`src/rtl/synth_pkg.sv`:
```
// rtl/synth_pkg.sv - shared types, waveform codes and mixer helper for poly_synth
package synth_pkg;

  // Per-voice envelope phases
  typedef enum logic [1:0] {
    ENV_IDLE    = 2'd0,
    ENV_ATTACK  = 2'd1,
    ENV_SUSTAIN = 2'd2,
    ENV_RELEASE = 2'd3
  } env_state_t;

  // Waveform select codes, two bits per voice
  localparam logic [1:0] WAVE_SAW    = 2'd0;
  localparam logic [1:0] WAVE_SQUARE = 2'd1;
  localparam logic [1:0] WAVE_TRI    = 2'd2;
  localparam logic [1:0] WAVE_OFF    = 2'd3;

  // Right shift that scales the voice sum back to one sample width
  function automatic int mix_shift(input int voices);
    return (voices <= 1) ? 0 : $clog2(voices);
  endfunction

endpackage

```
`src/rtl/voice_env.sv`:
```
// rtl/voice_env.sv - gate-driven attack/sustain/release envelope for one voice
module voice_env
  import synth_pkg::*;
#(
  parameter int ENV_W = 16
) (
  input  logic             clk,
  input  logic             rst,
  input  logic             sample_en,
  input  logic             gate,
  input  logic [ENV_W-1:0] attack_rate,
  input  logic [ENV_W-1:0] release_rate,
  output logic [ENV_W-1:0] level_o,
  output logic             active_o,
  output logic             start_o
);

  localparam logic [ENV_W-1:0] LEVEL_MAX = {ENV_W{1'b1}};

  env_state_t       state_q;
  logic [ENV_W-1:0] level_q;
  logic             active_q;
  logic [ENV_W:0]   up_sum;
  logic [ENV_W:0]   dn_diff;
  logic [ENV_W-1:0] up_d;
  logic [ENV_W-1:0] dn_d;

  // Saturating candidate levels for rising and falling moves
  always_comb begin
    up_sum  = {1'b0, level_q} + {1'b0, attack_rate};
    dn_diff = {1'b0, level_q} - {1'b0, release_rate};
    up_d    = up_sum[ENV_W] ? LEVEL_MAX : up_sum[ENV_W-1:0];
    dn_d    = dn_diff[ENV_W] ? '0 : dn_diff[ENV_W-1:0];
  end

  // Envelope FSM: the gate picks the direction, and the new level decides
  // whether the voice lands in SUSTAIN or IDLE on the same strobe
  always_ff @(posedge clk) begin
    if (rst) begin
      state_q  <= ENV_IDLE;
      level_q  <= '0;
      active_q <= 1'b0;
    end else if (sample_en) begin
      case (state_q)
        ENV_IDLE: begin
          if (gate) begin
            level_q  <= up_d;
            state_q  <= (up_d == LEVEL_MAX) ? ENV_SUSTAIN : ENV_ATTACK;
            active_q <= 1'b1;
          end
        end
        ENV_ATTACK, ENV_RELEASE: begin
          if (gate) begin
            level_q  <= up_d;
            state_q  <= (up_d == LEVEL_MAX) ? ENV_SUSTAIN : ENV_ATTACK;
            active_q <= 1'b1;
          end else begin
            level_q  <= dn_d;
            state_q  <= (dn_d == '0) ? ENV_IDLE : ENV_RELEASE;
            active_q <= (dn_d != '0);
          end
        end
        ENV_SUSTAIN: begin
          if (!gate) begin
            level_q  <= dn_d;
            state_q  <= (dn_d == '0) ? ENV_IDLE : ENV_RELEASE;
            active_q <= (dn_d != '0);
          end
        end
        default: begin
          state_q  <= ENV_IDLE;
          level_q  <= '0;
          active_q <= 1'b0;
        end
      endcase
    end
  end

  assign level_o  = level_q;
  assign active_o = active_q;
  // Note start: lets the oscillator clear its phase on the same strobe
  assign start_o  = sample_en & gate & (state_q == ENV_IDLE);

endmodule

```
`src/rtl/poly_synth.sv`:
```
// rtl/poly_synth.sv - polyphonic oscillator/envelope engine with mixer and PDM output
module poly_synth
  import synth_pkg::*;
#(
  parameter int VOICES     = 4,
  parameter int WIDTH      = 10,
  parameter int PHASE_W    = 24,
  parameter int ENV_W      = 16,
  parameter bit SYNC_PHASE = 1'b1
) (
  input  logic                    clk,
  input  logic                    rst,
  input  logic                    sample_en,
  input  logic [VOICES-1:0]       gate,
  input  logic [VOICES*PHASE_W-1:0] freq_inc,
  input  logic [VOICES*2-1:0]     wave_sel,
  input  logic [ENV_W-1:0]        attack_rate,
  input  logic [ENV_W-1:0]        release_rate,
  output logic [WIDTH-1:0]        mix_out,
  output logic                    dout,
  output logic [VOICES-1:0]       env_active
);

  localparam int MIX_SHIFT = mix_shift(VOICES);
  localparam int SUM_W     = WIDTH + MIX_SHIFT;

  logic [VOICES-1:0][PHASE_W-1:0] phase_q, phase_d;
  logic [VOICES-1:0][ENV_W-1:0]   env_level;
  logic [VOICES-1:0]              env_start;
  logic [VOICES-1:0][WIDTH-1:0]   wave_d;
  logic [VOICES-1:0][2*WIDTH-1:0] prod_full;
  logic [VOICES-1:0][WIDTH-1:0]   prod_q, prod_d;
  logic [SUM_W-1:0]               mix_sum;
  logic [WIDTH-1:0]               mix_q, mix_d;
  logic [WIDTH:0]                 acc_q, acc_d;
  logic                           unused_bits;

  // Waveform shaping from the top bits of the phase
  function automatic logic [WIDTH-1:0] wave_of(input logic [1:0] sel,
                                               input logic [WIDTH-1:0] p);
    logic [WIDTH-1:0] ramp;
    ramp = {p[WIDTH-2:0], 1'b0};
    case (sel)
      WAVE_SAW:    return p;
      WAVE_SQUARE: return {WIDTH{p[WIDTH-1]}};
      WAVE_TRI:    return p[WIDTH-1] ? ~ramp : ramp;
      default:     return '0;
    endcase
  endfunction

  genvar gv;
  generate
    for (gv = 0; gv < VOICES; gv++) begin : g_voice
      voice_env #(
        .ENV_W (ENV_W)
      ) u_env (
        .clk          (clk),
        .rst          (rst),
        .sample_en    (sample_en),
        .gate         (gate[gv]),
        .attack_rate  (attack_rate),
        .release_rate (release_rate),
        .level_o      (env_level[gv]),
        .active_o     (env_active[gv]),
        .start_o      (env_start[gv])
      );
    end
  endgenerate

  // Phase accumulators advance on the strobe; a new note may restart the phase
  always_comb begin
    phase_d = phase_q;
    if (sample_en) begin
      for (int v = 0; v < VOICES; v++) begin
        if (SYNC_PHASE && env_start[v]) phase_d[v] = '0;
        else phase_d[v] = phase_q[v] + freq_inc[v*PHASE_W +: PHASE_W];
      end
    end
  end

  // Wave times envelope amplitude, keeping the top half of the product
  always_comb begin
    for (int v = 0; v < VOICES; v++) begin
      wave_d[v]    = wave_of(wave_sel[2*v +: 2], phase_q[v][PHASE_W-1 -: WIDTH]);
      prod_full[v] = {{WIDTH{1'b0}}, wave_d[v]} *
                     {{WIDTH{1'b0}}, env_level[v][ENV_W-1 -: WIDTH]};
      prod_d[v]    = prod_full[v][2*WIDTH-1 -: WIDTH];
    end
  end

  // Sum with headroom then scale down so the mix never clips; first-order
  // sigma-delta runs every clock on the registered mix
  always_comb begin
    mix_sum = '0;
    for (int v = 0; v < VOICES; v++) begin
      mix_sum = mix_sum + SUM_W'(prod_q[v]);
    end
    mix_d = WIDTH'(mix_sum >> MIX_SHIFT);
    acc_d = {1'b0, acc_q[WIDTH-1:0]} + {1'b0, mix_q};
  end

  // Pipeline registers: phase, voice products, mix and PDM accumulator
  always_ff @(posedge clk) begin
    if (rst) begin
      phase_q <= '0;
      prod_q  <= '0;
      mix_q   <= '0;
      acc_q   <= '0;
    end else begin
      phase_q <= phase_d;
      prod_q  <= prod_d;
      mix_q   <= mix_d;
      acc_q   <= acc_d;
    end
  end

  assign mix_out     = mix_q;
  assign dout        = acc_q[WIDTH];
  assign unused_bits = ^prod_full ^ ^env_level;

endmodule

```
`config.mk`:
```
export PLATFORM = sky130hd
export DESIGN_NAME = poly_synth
export DESIGN_NICKNAME = d
export VERILOG_FILES = /design/src/rtl/synth_pkg.sv /design/src/rtl/voice_env.sv /design/src/rtl/poly_synth.sv
export SDC_FILE = /design/constraint.sdc
export NUM_CORES = 2
export LEC_CHECK = 0
export BUFFER_PORTS_ARGS = -buffer_cell sky130_fd_sc_hd__buf_2
export CAP_MARGIN = 20
export CELL_PAD_IN_SITES_DETAIL_PLACEMENT = 0
export CELL_PAD_IN_SITES_GLOBAL_PLACEMENT = 1
export CORE_MARGIN = 2
export CORE_UTILIZATION = 33
export DETAILED_ROUTE_END_ITERATION = 12
export HOLD_SLACK_MARGIN = 0.06
export PLACE_DENSITY_LB_ADDON = 0.08
export SLEW_MARGIN = 20
export SYNTH_ARGS = -nofsm -noshare
export SYNTH_HDL_FRONTEND = slang
export SYNTH_SLANG_ARGS = --single-unit
```
`constraint.sdc`:
```
create_clock -name clk -period 8.05 [get_ports clk]
set_clock_uncertainty 0.15 [all_clocks]
set_input_delay 0.805 -clock clk [delete_from_list [all_inputs] [get_ports clk]]
set_output_delay 0.805 -clock clk [all_outputs]
set_load 0.01 [all_outputs]
```
* Word-level counts from Yosys, hierarchy flattened *
Index checks and enable logic that the tools add are counted.

storage, ports and cells
  register bits after elaboration = 233
  bits of input ports = 143
  output and inout bits = 15
  logic and storage cells = 186

operators by class
  add/subtract/negate cells = 16
  multiply operators = 4
  equal/unequal tests = 32
  mux-type cells = 76
  bitwise gates (word level) = 12
  reduce and logical (&&, ||, !) cells = 24

operator list
  kind                                                 count
  two-way mux 16 bit                                   20
  case mux 16 bit (3 select lines)                     4
  case mux 10 bit (3 select lines)                     4
  adder 24 bit                                         4
  two-way mux 24 bit                                   4
  multiplier 10 x 10 -> 20 bit                         4
  adder 16 x 16 -> 17 bit                              4
  subtractor 16 x 16 -> 17 bit                         4
  equality test 16 bit, second input constant          4
  logical NOT 16 bit                                   4
  nonzero test 16 bit                                  4
  two-way mux 10 bit                                   4
  two-way mux 2 bit                                    20
  inverter 10 bit                                      4
  equality test 2 bit, second input constant           12
  case mux 2 bit (3 select lines)                      4
  adder 10 x 10 -> 11 bit                              2
  equality test 2 x 1 -> 1 bit, second input constant  8
  logical NOT 2 bit                                    8
  != test 2 bit, second input constant                 8
  adder 11 x 10 -> 12 bit                              1
  adder 12 x 10 -> 12 bit                              1
  two-way mux 1 bit                                    12
  case mux 1 bit (3 select lines)                      4
  other kinds (3)                                      16

* Logic depth before layout (Yosys ltp) *
  word-level depth = 6
  gate-level depth with buffers = 28
  gate-level depth less buffers = 26

* Cells and area by module *
From an unflattened synthesis, not the netlist that was laid out.

second synthesis, totals
  cells, all modules = 4150
  area total of the unflattened synthesis = 34406.7 sq um

by module, submodules not included
  module                             instances  cells an instance  area an instance (sq um)  seq. area each (sq um)
  poly_synth                         1          2637               23247.3                   3143.0
  voice_env at g_voice[0].u_env ...  3          378                2793.9                    380.4
  voice_env at g_voice[3].u_env      1          379                2777.7                    380.4

* Worst setup path after synthesis *
No wires, ideal clock.

  path type = input -> register
  from = input port wave_sel[1]
  to = register prod_q[9] (netlist name)
  setup time = 0.128 ns
  arrival time = 6.573 ns
  required time = 7.772 ns
  path slack = 1.199 ns
  stages on the path = 26
  path buffers = 1
  cell sequence = clkbuf_1 -> nor2b_1 -> a21oi_1 -> o21ai_1 -> nand2_1 -> fa_1 -> inv_1 -> fa_1 -> inv_1 -> fa_1 -> inv_1 -> fa_1 -> inv_1 -> fa_1 -> inv_1 -> ha_1 -> nand4_1 -> nor3_1 -> o2111ai_1 -> a31o_2 -> and3_1 -> nor3_1 -> a41o_1 -> o41ai_1 -> xnor2_1 -> nor2_1

on the way
  longest elaborated chain between the ends = 3
  elaborated cells on any way between the ends = 5
  classes of those cells = 1 x mul; 2 x eq/ne; 1 x mux; 1 x reduce/logical

ends and longest elaborated chain
  what                                               line               RTL
  start, declared                                    poly_synth.sv:16   input logic [VOICES*2-1:0] wave_sel,
  equality test 2 bit, or another cell as far along  poly_synth.sv:43   case (sel)
  case mux 10 bit (3 select lines) *                 poly_synth.sv:43
  multiplier 10 x 10 -> 20 bit *                     poly_synth.sv:85   prod_full[v] = {{WIDTH{1'b0}}, wave_d[v]} *
  end signal, assigned                               poly_synth.sv:111  prod_q <= prod_d;
  end, declared                                      poly_synth.sv:32   logic [VOICES-1:0][WIDTH-1:0] prod_q, prod_d;

Every way passes the cells marked *; elsewhere a longest branch is shown, timed or not.
A chain may end at the register's enable or synchronous reset.

* Worst setup path in the final report *
Ends and elaborated chain as after synthesis.

==> results.cfg <==
[cells_and_area]
area_delta_synth_final_pct = 10.9
final_cell_area_sq_mm = 0.0363
nNetsFinal = 4962
drive_above_1_share = 0.0794
post-route-util = 0.369

[critical_path]
reg2reg_depth = 23
critPathMaxStageDelay_ps = 610
crit_required_ps = 8350
ff2ff_setup_slack_ps = 1350
slowest_stage = o21ai_1
timing.rr.end = prod_q[39]
criticalPathCategory = in2reg
critPathMaxFanout = 16
path_common_cell = inv_1
crit_arrival_ps = 7060
start_kind = input port
reg2reg_from = phase_q[95]
end_kind = register

[clock_network]
post_cts_buffers = 0
cts_tree = yes
cts.sinks = 233
ctsHoldBuffers = 0
cts.repair.resized = 0
cts_root_buf = clkbuf_16
cts.htree.levels = 2
cts.path.max_buffers = 3
cts_buffers = 37
path_clk_slew_ps = 50
clkLatencyLatePin_ps = 610

[yosys]
yosysSeqAreaShare = 0.142
synth_seq_cells = 233
ys_types = 83
synthCells = 3973
synthArstFlopShare = 0
synth_edf_count = 0
synth_flop_cell = dfxtp_1
synth.avg_cell_area_sq_um = 8.25
yosys_warnings = 0
synth_area_sq_mm = 0.0328
synth.net_count = 4844

[floorplanning]
ios = 158
dieArea_sq_mm = 0.102
die_y_um = 319
core_area_sq_mm = 0.0984
std_cell_rows = 115
fp.dieW_um = 319
start_util = 0.333

[global_routing]
antenna_found_initial = 12
track_usage = 0.207
grt_pass1_vias = 28900
grt_pass1_wl_um = 166000
grt_max_degree = 68
grt_overflow = 0

[hold_path]
holdPathStages = 2
holdPathEnd = phase_q[76]
min_path_type = reg2reg
hp-start = phase_q[76]

[detailed_routing]
wire_per_inst_um = 19.4
drcViolationCount = 0
dr_total_vias = 28000
routed_wirelength_um = 105000
first_iter_violations = 1549
ant_nets = 0
firstDrtPassIters = 5
viasPerCell = 5.18

[timing]
rsz0062_at_grt = no
finalCriticalPeriod_ps = 6770
tns_ps = 0
tightest_slew_ps = 1020
finalHoldViolCount = 0
drv_slew = 0
slew_headroom = 0.318
period_share = 0.840
setup_viol = 0
fmax_mhz = 148

[run_status]
status = completed

[power]
power_mw = 5.66
power.leakage_nw = 17.8
cellPowerDensity_mw_per_mm2 = 156
irDropWorstVdd_v = 0.000118

[place]
dpl_cell_area_sq_mm = 0.0351
dp_hpwl_um = 81900
gp_congestion = 0.813
port_buffers = 157

[flow_run]
cap_violations = 0
[state kept, by name (all words and copies together), names as in the netlist]
signal,count
acc_q,11
g_voice.u_env.active_o,4
g_voice.u_env.level_o,64
g_voice.u_env.state_q,8
mix_out,10
phase_q,96
prod_q,40
[report_power, final]
part           switching [mW]  leakage [nW]  internal (mW)  total, mW
combinational            1.47          15.3           1.03       2.50
clock                   0.675         0.598          0.971       1.65
sequential              0.230          1.91           1.28       1.51
[area by class of cell]
type,instances,area (sq um)
antenna,3,7.51
clock buffer,52,1080
clock inverter,14,120
fill,10400,62100
inverter,355,1330
multi-input combinational,3245,26300
sequential,233,4660
tap,1287,1610
timing repair buffer,219,1260
[cells by family (layout without fill, tap and decap cells)]
group,Yosys count,in the layout,share of synthesized area
buffers and inverters,495,640,0.0574
other,0,3,0
adder cells (fa/ha/maj),728,728,0.341
XOR/XNOR,221,221,0.0591
flip-flops,233,233,0.142
AND/OR/NAND/NOR,1306,1306,0.201
multiplexers,8,8,0.00252
AO/OA/AOI/OAI,982,982,0.196
[synthesized netlist by cell type, drive strengths merged (92+ instances only)]
| cell type | instances | share of area |
|---|---|---|
| ha | 451 | 0.17 |
| nand2 | 263 | 0.030 |
| clkbuf | 126 | 0.015 |
| nor3 | 92 | 0.014 |
| dfxtp | 233 | 0.14 |
| inv | 354 | 0.041 |
| xnor2 | 152 | 0.041 |
| nor2 | 336 | 0.038 |
| fa | 277 | 0.17 |
| a21oi | 252 | 0.038 |
| nor2b | 109 | 0.021 |
| o21ai | 227 | 0.035 |
| and2 | 229 | 0.044 |
[per-layer routing]
| layer | GRT usage | vias to the layer above | part of all wire |
|---|---|---|---|
| met3 | 0.0320 | 130 | 0.047 |
| met2 | 0.343 | 429 | 0.45 |
| met4 | 0.0601 | 14 | 0.029 |
| met1 | 0.279 | 13400 | 0.47 |
| met5 | 0 | - | 0.00080 |
| li1 | - | 14100 | - |
[worst max-delay path: cells and delay by family]
kind,cells,cell delay (ps)
AOI/OAI and AO/OA,6,1690
xor gates and xnor gates,1,160
adders and majority gates,6,2530
buffers and inverters,6,450
and+or+nand+nor,7,1410
[placed cells by master (no fill, tap or decap), types with 76 or more instances in the layout]
cell type | netlist | layout
xnor2_1 | 152 | 152
a21o_1 | 76 | 76
o21ai_0 | 192 | 192
buf_2 | 4 | 156
nor2_1 | 336 | 334
and2_1 | 229 | 229
nand2_1 | 263 | 263
dfxtp_1 | 233 | 233
nor2b_1 | 109 | 109
fa_1 | 277 | 277
a21oi_1 | 252 | 248
ha_1 | 451 | 451
nor3_1 | 90 | 90
inv_1 | 354 | 354
[metrics by stage]
stage / cells / setup WS, ps / hold WS [ps]
3_3_place_gp: 5338 / 646 / 307
6_report: 5408 / 1280 / 318
4_1_cts: 5405 / 1200 / 321
5_1_grt: 5406 / 621 / 338
3_5_place_dp: 5339 / 603 / 313
2_1_floorplan: 3973 / 1200 / 295
[how the worst max path moves through the flow]
stage                     slack [ps]    endpoint         from  cells past startpoint
after floorplan                 1200   prod_q[9]  wave_sel[1]                     26
after global placement           650   prod_q[9]  wave_sel[1]                     26
after detailed placement         600  prod_q[39]  wave_sel[7]                     24
after CTS                       1200  prod_q[39]  phase_q[95]                     23
after global routing             620   prod_q[9]  wave_sel[1]                     26
final                           1280   prod_q[9]  wave_sel[1]                     26
No activity file was read; power rests on OpenSTA's default activity.
